--- src/rtl/fix_tx_msg_fifo.sv ---
// fix_tx_msg_fifo: store-and-forward byte FIFO between the FIX engine transmit
// output and the TOE transmit side; only complete messages are released.
//
// Ports
//   clk          clock, all state on the rising edge
//   rst          asynchronous active-low reset
//   flush_i      synchronous clear (engine disconnect), outranks write and read
//   wr_valid_i   incoming byte strobe
//   wr_data_i    incoming byte
//   tx_ready_i   downstream accepts the head byte
//   tx_valid_o   head byte belongs to a complete message
//   tx_data_o    head byte (0 when nothing is releasable)
//   tx_last_o    head byte is the final SOH of its message
//   msg_count_o  number of complete messages stored
//   overflow_o   one-cycle pulse when an in-progress message is discarded
module fix_tx_msg_fifo #(
    parameter int         DEPTH = 256,
    parameter int         AW    = 8,
    parameter logic [7:0] SOH   = 8'h01
) (
    input  logic          clk,
    input  logic          rst,
    input  logic          flush_i,
    input  logic          wr_valid_i,
    input  logic [7:0]    wr_data_i,
    input  logic          tx_ready_i,
    output logic          tx_valid_o,
    output logic [7:0]    tx_data_o,
    output logic          tx_last_o,
    output logic [AW:0]   msg_count_o,
    output logic          overflow_o
);

    localparam logic [7:0]  CH_1     = 8'h31;
    localparam logic [7:0]  CH_0     = 8'h30;
    localparam logic [7:0]  CH_EQ    = 8'h3D;
    localparam logic [AW:0] FULL_GAP = (AW+1)'(DEPTH);
    localparam logic [AW:0] ONE      = (AW+1)'(1);

    // Field tracker: where we are inside the current tag=value field.
    // It keeps running while a message is being dropped so that the end
    // of the discarded message is still recognised.
    typedef enum logic [2:0] {
        FS,
        T1,
        T10,
        CK,
        OT
    } state_t;

    state_t      state;
    state_t      state_d;
    logic        drop;
    logic        drop_d;

    logic [8:0]  mem [DEPTH];
    logic [AW:0] wr_ptr;
    logic [AW:0] rd_ptr;
    logic [AW:0] commit_ptr;
    logic [AW:0] count;

    logic [8:0]  head;
    logic        full;
    logic        is_soh;
    logic        eom;
    logic        wr_en;
    logic        ovf;
    logic        commit;
    logic        pop;
    logic        pop_last;

    assign head   = mem[rd_ptr[AW-1:0]];
    assign full   = (wr_ptr - rd_ptr) == FULL_GAP;
    assign is_soh = (wr_data_i == SOH);

    assign tx_valid_o  = (count != '0);
    // Memory is not reset, so the head is masked until a message exists.
    assign tx_data_o   = tx_valid_o ? head[7:0] : 8'h00;
    assign tx_last_o   = tx_valid_o & head[8];
    assign msg_count_o = count;

    // Next tracker state and end-of-message detection.
    always_comb begin
        state_d = state;
        eom     = 1'b0;
        if (wr_valid_i) begin
            if (is_soh) begin
                eom     = (state == CK);
                state_d = FS;
            end else begin
                unique case (state)
                    FS:      state_d = (wr_data_i == CH_1)  ? T1  : OT;
                    T1:      state_d = (wr_data_i == CH_0)  ? T10 : OT;
                    T10:     state_d = (wr_data_i == CH_EQ) ? CK  : OT;
                    CK:      state_d = CK;
                    default: state_d = OT;
                endcase
            end
        end
    end

    // Write / overflow / read control.
    always_comb begin
        wr_en    = wr_valid_i & ~full & ~drop;
        ovf      = wr_valid_i &  full & ~drop;
        commit   = wr_en & eom;
        pop      = tx_valid_o & tx_ready_i;
        pop_last = pop & head[8];
        drop_d   = drop;
        if (ovf) begin
            // An overflowing EOM byte ends the message it discards.
            drop_d = ~eom;
        end else if (drop && wr_valid_i && eom) begin
            drop_d = 1'b0;
        end
    end

    always_ff @(posedge clk or negedge rst) begin
        if (!rst) begin
            state      <= FS;
            drop       <= 1'b0;
            wr_ptr     <= '0;
            rd_ptr     <= '0;
            commit_ptr <= '0;
            count      <= '0;
            overflow_o <= 1'b0;
        end else if (flush_i) begin
            state      <= FS;
            drop       <= 1'b0;
            wr_ptr     <= '0;
            rd_ptr     <= '0;
            commit_ptr <= '0;
            count      <= '0;
            overflow_o <= 1'b0;
        end else begin
            state      <= state_d;
            drop       <= drop_d;
            overflow_o <= ovf;

            // Overflow rolls the partial message back to the last commit.
            if (ovf) begin
                wr_ptr <= commit_ptr;
            end else if (wr_en) begin
                wr_ptr <= wr_ptr + ONE;
            end

            if (commit) begin
                commit_ptr <= wr_ptr + ONE;
            end

            if (pop) begin
                rd_ptr <= rd_ptr + ONE;
            end

            unique case ({commit, pop_last})
                2'b10:   count <= count + ONE;
                2'b01:   count <= count - ONE;
                default: count <= count;
            endcase
        end
    end

    // Storage carries the last-byte flag next to each byte.
    always_ff @(posedge clk) begin
        if (wr_en) begin
            mem[wr_ptr[AW-1:0]] <= {eom, wr_data_i};
        end
    end

endmodule

--- config.mk ---
export PLATFORM = sky130hd
export DESIGN_NAME = fix_tx_msg_fifo
export DESIGN_NICKNAME = d
export VERILOG_FILES = /design/src/rtl/fix_tx_msg_fifo.sv
export SDC_FILE = /design/constraint.sdc
export NUM_CORES = 2
export LEC_CHECK = 0
export CORE_ASPECT_RATIO = 0.8
export CORE_UTILIZATION = 40
export DETAILED_ROUTE_END_ITERATION = 10
export GPL_TIMING_DRIVEN = 0
export PLACE_DENSITY = 0.56
export SKIP_LAST_GASP = 1
export SLEW_MARGIN = 20
export SYNTH_ARGS = -nofsm -noshare
export SYNTH_HDL_FRONTEND = slang
export SYNTH_SLANG_ARGS = --single-unit
--- constraint.sdc ---
create_clock -name clk -period 17.3 [get_ports clk]
set_input_delay 3.46 -clock clk [delete_from_list [all_inputs] [get_ports clk]]
set_output_delay 3.46 -clock clk [all_outputs]
set_load 0.005 [all_outputs]
Word level (Yosys, flattened, before mapping):

Memory sizes are Yosys's and may differ from the RTL's.
Cells that the tools add are included.

* memories: 1
* memory bits (writable): 2304
* output and inout bits: 20
* flip-flop bits (word level): 41

* multiplexer cells: 25
* reduce and logical (&&, ||, !) cells: 10
* add/sub/neg operators: 5
* bitwise operators: 11
* eq/ne operators: 10

Memories
* mem: words 256, width 9, rd ports 1, clocked after memory_dff 0, write ports 1, RTL line 56 `logic [8:0] mem [DEPTH];`

Operators by type and width (number)
* $mux 9: 8
* $add 9x1->9 const B: 3
* $eq 8x6->1 const B: 3
* $mux 3: 6
* $pmux 9 s2: 1
* $pmux 3 s4: 1
* $eq 9x9->1 const B: 1
* $reduce_bool 3->1: 3
* $reduce_bool 9->1: 1
* $sub 9x1->9 const B: 1
* $sub 9x9->9: 1
* $and 1x1->1: 8
* $eq 8x1->1 const B: 1
* $mux 1: 8
* $mux 8: 1
* $eq 3x2->1 const B: 2
* $reduce_bool 2->1: 3
* $eq 3x1->1 const B: 1
* $logic_not 3->1: 1
* $not 1->1: 3
* $eq 2x1->1 const B: 1
* $eq 2x2->1 const B: 1
* $logic_and 1x1->1: 2

Depth between registers and ports, before layout:

* depth after elaboration: 9
* depth in mapped cells: 23
* depth with buffers taken out: 19

Worst setup path after synthesis:

OpenSTA, ideal clock, no wires.

* path kind: input port to flip-flop
* start: input port wr_data_i[2]
* end: register count[8], in the netlist msg_count_o[8]
* setup time: 125 ps
* stages on the path: 17
* data arrival time: 10584 ps
* setup slack: 6591 ps
* buffers on the path: 2
* path through: nor4_1 and3_1 and2_1 and4b_1 nor3b_1 clkbuf_1 clkbuf_1 nor2_1 fa_1 a21o_1 a21oi_1 o21bai_1 a21oi_1 o21bai_1 a21o_1 a31oi_1 mux2_2

* longest elaborated chain between the ends: 7
* elaborated cells on any way between the ends: 9
* classes of those cells: eq/ne: 3; mux: 4; bitwise: 1; reduce/logical: 1

RTL lines
* start: declaration: RTL line 25 `input logic [7:0] wr_data_i,`
* $eq 8x1->1 (*): RTL line 74 `assign is_soh = (wr_data_i == SOH);`
* $mux 1 (*): RTL line 87 `if (is_soh) begin`
* $mux 1 (*): RTL line 86 `if (wr_valid_i) begin`
* via eom: RTL line 65 `logic eom;`
* $and 1x1->1 (*): RTL line 106 `commit = wr_en & eom;`
* $eq 2x1->1 or $eq 2x2->1 (tied branches): RTL line 155 `unique case ({commit, pop_last})`
* $pmux 9 s2: RTL line 155
* $mux 9: RTL line 127 `end else if (flush_i) begin`
* end signal: assignment: RTL line 156 `2'b10: count <= count + ONE;`
* end signal: assignment: RTL line 157 `2'b01: count <= count - ONE;`
* end signal: assignment: RTL line 158 `default: count <= count;`
* end: declaration: RTL line 60 `logic [AW:0] count;`

The timed path passes the listed nets; every way through them passes the cells marked *.
A chain may end at the register's enable or synchronous reset.

Worst setup path after layout:

* start: register rd_ptr[1]
* end: output port tx_data_o[4]

* longest elaborated chain between the ends: 2

RTL lines
* start: declaration: RTL line 58 `logic [AW:0] rd_ptr;`
* start signal: assignment: RTL line 152 `rd_ptr <= rd_ptr + ONE;`
* $mem_v2 256x9
* $mux 8: RTL line 78 `assign tx_data_o = tx_valid_o ? head[7:0] : 8'h00;`
* end: declaration: RTL line 28 `output logic [7:0] tx_data_o,`

No other way between the ends.

==> qor.txt <==
clk_lat worst skew = 0.89 ns
Slew @ Worst Pin = 1.24 ns
critical-path maximum fanout = 10
Final Net Count = 4,346
static leakage = 0.0311 uW
Max Buffers Root-to-Sink = 4
Power Density = 107 nW/um^2
share of post-route cells with drive strength above 1 = 27.8%
count of boundary I/O pins = 33
most frequent cell after synthesis = edfxtp_1
Tot GR Track Use = 23.3%
Final ANT Viol Nets = 0
Final Hold Viols = 0
CP Data Required Time = 13.84 ns
cell-internal power = 8870 uW
DR WL/cell = 35.9 um
Seq pwr share = 56.0%
Post-synth EDFFs = 2,304
first-pass detailed-route iteration total = 6
gr busiest metal = met1
largest area contributor in the netlist = edfxtp_1
routing usage on met3 = 6.45%
placed insts = 7,083
initial antenna violation count = 22
Max Fclk = 0.0952 GHz
GPL Wtd Cong = 0.915
sw frac = 20.2%
Vias = 45,000
DP Area = 96,800 um^2
drt total wl = 269 mm
final std cells w/o fill = 7,480
Avg Synthesized Cell Area = 22.8 um^2
number of max-cap violations = 0
clock skew = 0.0582 ns
synthesized instance count = 4,008
cts repair resizes = 0
status = completed
CTS Buf Count = 227
crit end category = primary output
post-cts hold buffer count = 0
Clock Sinks = 2,345
period utilization = 60.7%
ranking of synthesized cells by area = edfxtp_1 76%, mux4_2 18%, nor2_1 1.3%
mapped cell area = 91,500 um^2
CTS clock-pin slew for the worst setup and hold paths = 0.06 ns
Slew headroom = 17.4%
combinational share of power = 1.5%
GRT met2 Usage = 32.6%
asr flop ratio synth = 1.75%
floorplan row count = 156
Core Area = 227,000 um^2
Congestion Overflow GR = 0
Initial DRC Count = 6,809
first-pass GRT wire length = 365 mm
Reg2Reg Setup Slack = 9.14 ns
Final setup viols = 0
Worst setup SP type = flip-flop
critical path type = flip-flop to primary output
Netlist cell types = 66
Setup Fix Bufs, Post-CTS = 0
largest net degree at the start of global routing = 131
fillcell total = 18,700
number of synthesized register bits = 2,345
Top FF cell, synth = edfxtp_1
Post-synth top cells = 2,304 x edfxtp_1, 724 x mux4_2, 312 x nor2_1
Root Buffer = clkbuf_16
DRC viols = 0
met1 usage = 35.5%
Period minus WS final = 10.51 ns
number of global-route vias before repair = 43,400
share of the synthesized area in the top cell type = 75.6%
Hold Crit Class = flip-flop to flip-flop
Port Buf Inserts = 31
Die Wd = 537 um
Post-Syn Nets = 4,042
Ys Warns = 0
die area = 231,000 um^2
FF+latch area = 70,200 um^2
power share of the clock group = 42.4%
RSZ-0062 raised after global routing = false
fin area = 104,000 um^2
Psw = 2250 uW
DP Wirelength = 184 mm
initial core utilization = 40.4%
Max Slew Vio Count = 0
via/cell ratio = 6.02
setup TNS = 0 ns
footprint of the multi-input gates = 20,300 um^2
TritonCTS clock tree = built
area grow syn2layout = 13.4%
Die Height = 430 um
maximum VDD drop = 0.0842 mV
Seq/Total Area, Yosys = 76.7%
CP arrival = 7.05 ns
# H-tree levels = 4
-- power groups by stage --
stage	sequential [uW]	clock (uW)	combinational (uW)
2_1_floorplan	6360	0	31.3
3_3_place_gp	6420	0	144
3_5_place_dp	6360	0	170
4_1_cts	6230	4770	170
5_1_grt	6230	4970	178
6_report	6230	4720	171
-- area by class of cell --
type,count,share of cell area [%]
antenna,3,0.00724
buffer,229,1.03
clock buffer,290,5.84
clock inverter,102,0.737
inverter,16,0.0579
multi-input combinational,1418,19.6
sequential,2345,67.7
tap,3002,3.62
timing repair buffer,75,1.42
-- path summary, 6_finish.rpt --
kind,start,endpoint,depth (start not counted)
max in group asynchronous,rst,rd_ptr[4]$_DFFE_PN0P_,2
worst min register to register,commit_ptr[1]$_DFFE_PN0P_,commit_ptr[1]$_DFFE_PN0P_,2
worst max register to register,rd_ptr[6]$_DFFE_PN0P_,msg_count_o[8]$_DFFE_PN0P_,21
worst max-delay path,rd_ptr[1]$_DFFE_PN0P_,tx_data_o[4],10
worst min-delay path,commit_ptr[1]$_DFFE_PN0P_,commit_ptr[1]$_DFFE_PN0P_,2
min in group asynchronous,rst,msg_count_o[2]$_DFFE_PN0P_,1
-- metrics by stage --
stage | setup slack (ns) | hold slack (ns) | utilization [%] | power, uW
floorplan | 6.59 | 0.486 | - | 6390
global placement | -5.29 | 0.512 | 42.2 | 6560
detailed placement | 7.56 | 0.528 | 42.7 | 6530
CTS | 6.76 | 0.542 | 45.7 | 11200
global route | 6.80 | 0.589 | 45.8 | 11400
finish | 6.79 | 0.554 | 45.8 | 11100
-- layout by cell type (no fill, tap or decap), types with 6 or more instances in the layout --
cell and n:
edfxtp_1 2304, mux4_2 724, nor2_1 273, clkbuf_16 232, clkbuf_1 140, buf_2 63
nand2_1 61, mux2i_1 54, clkinv_1 51, clkbuf_2 43, dfrtp_1 41, nor2_2 38
buf_16 36, a21oi_1 35, clkinv_2 34, clkdlybuf4s50_1 22, buf_1 21, xnor2_1 21
ha_1 20, nand3_1 15, a22oi_1 14, inv_1 13, nor3_1 13, a211oi_1 13
and2_1 12, buf_4 12, nor2b_1 12, o21ai_0 11, bufinv_16 10, buf_8 9
and3_1 6, buf_6 6, a31oi_1 6, a21o_1 6
-- critical path, cell delays in order, from the launching register on --
cell and delay, ns:
dfrtp_1 0.35, buf_2 0.45, buf_2 0.64, clkbuf_1 0.78, clkbuf_1 0.89, mux4_2 0.44, mux4_2 0.52, mux4_2 0.67
mux4_2 0.51, and2_1 0.31, clkdlybuf4s50_1 0.51
-- flip-flops by register name (all words and copies together) (netlist names) --
register / cells
drop: 1
state: 3
overflow_o: 1
commit_ptr: 9
msg_count_o: 9
wr_ptr: 9
mem: 2304
rd_ptr: 9
-- metal layers --
metal | up-vias | wire length (um)
li1 | 17600 | -
met1 | 24700 | 115000
met2 | 2420 | 115000
met3 | 373 | 30300
met4 | 2 | 7840
met5 | - | 12
-- logic make-up after synthesis --
| group | share of synthesized area (%) |
|---|---|
| buf+inv | 1.17 |
| compound gates | 1.02 |
| mux | 18.4 |
| flops | 76.7 |
| simple gates | 2.11 |
| xor+xnor | 0.238 |
| fa+ha+maj | 0.295 |
Power figures use the tool's default switching activity.
